### src/rtl/pio_in_debounce_edge_pkg.sv
// pio_in_debounce_edge_pkg: register map shared by the input PIO files
package pio_in_debounce_edge_pkg;
  localparam logic [2:0] ADDR_DATA    = 3'd0;
  localparam logic [2:0] ADDR_RAW     = 3'd1;
  localparam logic [2:0] ADDR_MASK    = 3'd2;
  localparam logic [2:0] ADDR_CAPTURE = 3'd3;
  localparam logic [2:0] ADDR_RISE_EN = 3'd4;
  localparam logic [2:0] ADDR_FALL_EN = 3'd5;
  localparam logic [2:0] ADDR_DEB     = 3'd6;
endpackage

### src/rtl/pio_debounce_bit.sv
// pio_debounce_bit: one-bit debouncer with a saturating run counter and programmable period
module pio_debounce_bit #(
  parameter int DEB_W = 16
) (
  input  logic             clk,
  input  logic             reset_n,
  input  logic             sync_in,
  input  logic [DEB_W-1:0] period,
  input  logic             clr_cnt,
  output logic             stable
);
  logic [DEB_W-1:0] cnt;
  logic             done;
  // the run is long enough once cnt+1 reaches the period; periods 0 and 1 are satisfied at once
  always_comb done = ({1'b0, cnt} + (DEB_W+1)'(1)) >= {1'b0, period};
  // counter tracks how long sync has disagreed with stable; stable adopts sync when the run completes
  always_ff @(posedge clk or negedge reset_n)
    if (!reset_n) begin
      cnt    <= '0;
      stable <= 1'b0;
    end else if (clr_cnt || sync_in == stable) begin
      cnt    <= '0;
    end else if (done) begin
      stable <= sync_in;
      cnt    <= '0;
    end else begin
      cnt    <= &cnt ? cnt : cnt + DEB_W'(1);
    end
endmodule

### src/rtl/pio_in_debounce_edge.sv
// pio_in_debounce_edge: Avalon-MM input PIO with per-bit debounce, edge capture and masked irq
module pio_in_debounce_edge
  import pio_in_debounce_edge_pkg::*;
#(
  parameter int WIDTH       = 10,
  parameter int SYNC_STAGES = 2,
  parameter int DEB_W       = 16,
  parameter int DEB_RST     = 5000
) (
  input  logic             clk,
  input  logic             reset_n,
  input  logic [2:0]       address,
  input  logic             chipselect,
  input  logic             write_n,
  input  logic [31:0]      writedata,
  input  logic [WIDTH-1:0] in_port,
  output logic [31:0]      readdata,
  output logic             irq
);
  logic [SYNC_STAGES-1:0][WIDTH-1:0] sync_q;
  logic [WIDTH-1:0] sync, stable, prev, mask, capture, rise_en, fall_en, ev, clr;
  logic [DEB_W-1:0] deb;
  logic [31:0]      rd_next;
  logic             wr, clr_cnt, unused_wd;
  // bus decode, edge detection and read mux
  always_comb begin
    wr      = chipselect && !write_n;
    clr_cnt = wr && address == ADDR_DEB;
    sync    = sync_q[SYNC_STAGES-1];
    ev      = (rise_en & stable & ~prev) | (fall_en & ~stable & prev);
    clr     = (wr && address == ADDR_CAPTURE) ? writedata[WIDTH-1:0] : '0;
    rd_next = address == ADDR_DATA    ? 32'(stable)  :
              address == ADDR_RAW     ? 32'(sync)    :
              address == ADDR_MASK    ? 32'(mask)    :
              address == ADDR_CAPTURE ? 32'(capture) :
              address == ADDR_RISE_EN ? 32'(rise_en) :
              address == ADDR_FALL_EN ? 32'(fall_en) :
              address == ADDR_DEB     ? 32'(deb)     : 32'd0;
  end
  assign irq       = |(capture & mask);
  assign unused_wd = ^writedata;
  for (genvar i = 0; i < WIDTH; i++) begin : g_bit
    pio_debounce_bit #(.DEB_W(DEB_W)) u_deb (
      .clk     (clk),
      .reset_n (reset_n),
      .sync_in (sync[i]),
      .period  (deb),
      .clr_cnt (clr_cnt),
      .stable  (stable[i])
    );
  end
  // synchroniser chain and previous debounced value for edge detection
  always_ff @(posedge clk or negedge reset_n)
    if (!reset_n) begin
      sync_q <= '0;
      prev   <= '0;
    end else begin
      sync_q <= {sync_q[SYNC_STAGES-2:0], in_port};
      prev   <= stable;
    end
  // control registers; a new edge wins over a simultaneous write-1-to-clear
  always_ff @(posedge clk or negedge reset_n)
    if (!reset_n) begin
      mask    <= '0;
      capture <= '0;
      rise_en <= '1;
      fall_en <= '0;
      deb     <= DEB_W'(DEB_RST);
    end else begin
      capture <= (capture & ~clr) | ev;
      if (wr && address == ADDR_MASK)    mask    <= writedata[WIDTH-1:0];
      if (wr && address == ADDR_RISE_EN) rise_en <= writedata[WIDTH-1:0];
      if (wr && address == ADDR_FALL_EN) fall_en <= writedata[WIDTH-1:0];
      if (clr_cnt)                       deb     <= writedata[DEB_W-1:0];
    end
  // registered read data, updated every cycle from address
  always_ff @(posedge clk or negedge reset_n)
    if (!reset_n) readdata <= '0;
    else          readdata <= rd_next;
endmodule

### config.mk
export PLATFORM = sky130hd
export DESIGN_NAME = pio_in_debounce_edge
export DESIGN_NICKNAME = d
export VERILOG_FILES = /design/src/rtl/pio_in_debounce_edge_pkg.sv /design/src/rtl/pio_debounce_bit.sv /design/src/rtl/pio_in_debounce_edge.sv
export SDC_FILE = /design/constraint.sdc
export NUM_CORES = 1
export LEC_CHECK = 0
export CAP_MARGIN = 20
export CORE_ASPECT_RATIO = 0.5
export CORE_MARGIN = 5
export CORE_UTILIZATION = 50
export CTS_CLUSTER_SIZE = 8
export DETAILED_ROUTE_END_ITERATION = 10
export PLACE_DENSITY = 0.67
export SYNTH_ARGS = -nofsm -noshare
export SYNTH_HDL_FRONTEND = slang
export SYNTH_SLANG_ARGS = --single-unit
### constraint.sdc
create_clock -name clk -period 10.2 [get_ports clk]
set_input_delay 1.53 -clock clk [delete_from_list [all_inputs] [get_ports clk]]
set_output_delay 1.53 -clock clk [all_outputs]
set_load 0.01 [all_outputs]
==> impl_metrics.json <==
{
  "ctsHtreeMaxLevel": 2,
  "synth_adder_area_share_pct": 13.2,
  "first_global_vias": 12100,
  "synth_common_cells": "257 x dfrtp_1, 170 x ha_1, 136 x nand2_1",
  "max-slew-margin-rel_pct": 28.8,
  "synth_ff_type": "dfrtp_1",
  "rows": 46,
  "muxShareOfSynthArea_pct": 4.82,
  "yosys.area_share.simple_pct": 19.9,
  "seq_area_mm2": 0.00683,
  "synth_top_family_by_area": "simple AND/OR/NAND/NOR gates",
  "insertion_delay_ps": 530,
  "ys_async_sr_fraction_pct": 100,
  "start_kind": "input port",
  "drv_slew": 0,
  "postLayoutCellArea_mm2": 0.0181,
  "hold_violations": 0,
  "synth.avg_cell_area_um2": 10.3,
  "cap_violations": 0,
  "ant_nets": 0,
  "tightest_slew_ps": 1070,
  "outcome": "complete, no violations",
  "worst-setup-path-type": "in2reg",
  "post-route-period-util_pct": 39.4,
  "die_h_um": 137,
  "cp_slowest_cell": "nand4b_1",
  "fillerInstances": 2674,
  "synthToLayoutAreaGrowth_pct": 12.6,
  "vias": 11900,
  "cts_hold_buf": 0,
  "portBuffers": 49,
  "final_cells": 2083,
  "syn_inst": 1562,
  "core_mm2": 0.0317,
  "io_pins": 82,
  "numCtsBuffers": 39,
  "place_congestion": 0.859,
  "drt_iter0_markers": 841,
  "skew_ps": 17.1,
  "cp.arrival_ps": 4460,
  "setup_ws_ps": 6190,
  "synthTopCellsByArea": "dfrtp_1 40%, ha_1 13%, xnor2_1 5.1%, nor2b_1 4.2%, nand2_1 3.2%",
  "cp-endpoint": "g_bit[7].u_deb.cnt[4]",
  "grt-ovfl-total": 0,
  "crit_path_start": "address[0]",
  "synth_cell_types": 76,
  "synth_compound_area_share_pct": 8.46,
  "grt_pass1_wl_mm": 63.1,
  "num_antenna_cells": 0,
  "synth_top_area_share_pct": 40.1,
  "die_w_um": 263,
  "p_leak_nw": 8.63,
  "period_needed_ps": 4010,
  "drc_errors": 0,
  "nNetsFinal": 1848,
  "avgViaCountPerCell": 5.71,
  "totalWireLength_mm": 39.6,
  "grt.total_usage_pct": 21.9,
  "dpl_cell_area_mm2": 0.0170,
  "rr_worst_depth": 12,
  "multi_input_area_mm2": 0.00884,
  "slowest_delay_ps": 680,
  "dp_hpwl_mm": 26.6,
  "p_total_mw": 2.96,
  "drt_pass1_iterations": 6,
  "synthXorXnorAreaFrac_pct": 8.24,
  "r2r_slack_ps": 6390,
  "clkSinkCount": 272,
  "start_util_pct": 50.7,
  "final_core_util_pct": 57.1,
  "dieArea_mm2": 0.0360,
  "post_cts_resized": 0,
  "r2r_end": "g_bit[2].u_deb.cnt[7]",
  "dp.cells": 2020,
  "grt_antenna_before_repair": 0,
  "grt_max_degree": 174,
  "wl_per_cell_um": 19.0,
  "ys_warn_count": 0,
  "worst_hold_slack_ps": 347,
  "synth_edf_count": 0,
  "p_per_area_mw_per_mm2": 164,
  "clockRootBuffer": "clkbuf_16",
  "synth_top_cell_by_area": "dfrtp_1",
  "drive_gt1_share_pct": 8.48,
  "crit_chain": "clkdlybuf4s50_1 > buf_4 > and3b_1 > nand2_1 > nand4b_1 > o21ba_2",
  "pre_cts_ws_ps": 5570,
  "cts_setup_buffers": 0,
  "cts.clk_slew.worst_paths_ps": 50,
  "min_from": "sync_q[5]",
  "path_max_fanout": 24,
  "setup_violations": 0,
  "ys_ff_latch": 272,
  "cts_tree": "done",
  "worst_setup_path_end_kind": "flop",
  "final.setup.tns_ps": 0,
  "r2r-start": "g_bit[2].u_deb.cnt[0]",
  "min_path_type": "reg2reg",
  "syn-cell-area_mm2": 0.0161,
  "seq_area_frac_synth_pct": 42.5,
  "synth_most_common_cell": "dfrtp_1",
  "rsz0062_at_grt": "false",
  "max-clock-path-buffers": 3,
  "required_ps": 10650,
  "max_freq_mhz": 249,
  "ir_drop_uv": 95.5
}
==> sequential cells by signal, summed over array words and instances, names as in the netlist <==
name	count
readdata	16
fall_en	10
sync	10
mask	10
rise_en	10
capture	10
sync_q	10
g_bit.u_deb.cnt	160
g_bit.u_deb.stable	10
prev	10
deb	16
==> how the worst min path moves through the flow <==
stage | end | depth (start not counted)
final | sync[5] | 0
after global routing | sync[5] | 0
after global placement | sync[5] | 0
after detailed placement | sync[5] | 0
after floorplan | sync[0] | 0
after CTS | sync[5] | 0
==> cell usage in the layout, fill, tap and decap left out, types with 49 or more instances in the layout <==
cell type / count
xnor2_1: 93
ha_1: 170
nand4_1: 51
inv_1: 49
nand3_1: 83
nor2_1: 108
nor2b_1: 108
a21oi_1: 80
dfrtp_1: 257
xor2_1: 58
nand2_1: 136
==> critical path: cells and delay by family <==
kind / cells / cell delay, ps
AOI/OAI and AO/OA: 1 / 480
and+or+nand+nor: 3 / 1640
buffers and inverters: 2 / 810
==> where the power goes <==
part	leakage (nW)	switching (mW)	internal, mW
logic	4.51	0.342	0.199
registers	3.59	0.0596	1.16
clock network	0.531	0.467	0.733
==> routing by layer <==
layer / vias up / track usage [%] / part of all wire, %
li1: 5629 / - / -
met1: 5889 / 29.1 / 45
met2: 294 / 37.7 / 47
met3: 81 / 3.57 / 5.0
met4: 0 / 6.18 / 2.6
met5: - / 0 / 0
==> kinds of logic after synthesis <==
family	Yosys count
xor+xnor	151
simple gates	598
compound gates	214
buf+inv	96
other cells	1
mux	60
flops	272
fa+ha+maj	170
==> cell type report <==
cell class              count  area share, %
clock buffers              63           6.13
inverters                  49           1.02
multi-input cells        1209           48.9
flip-flops and latches    272           37.8
well taps                 432           2.99
repair buffers             58           3.18
(Power assumes the default switching activity.)
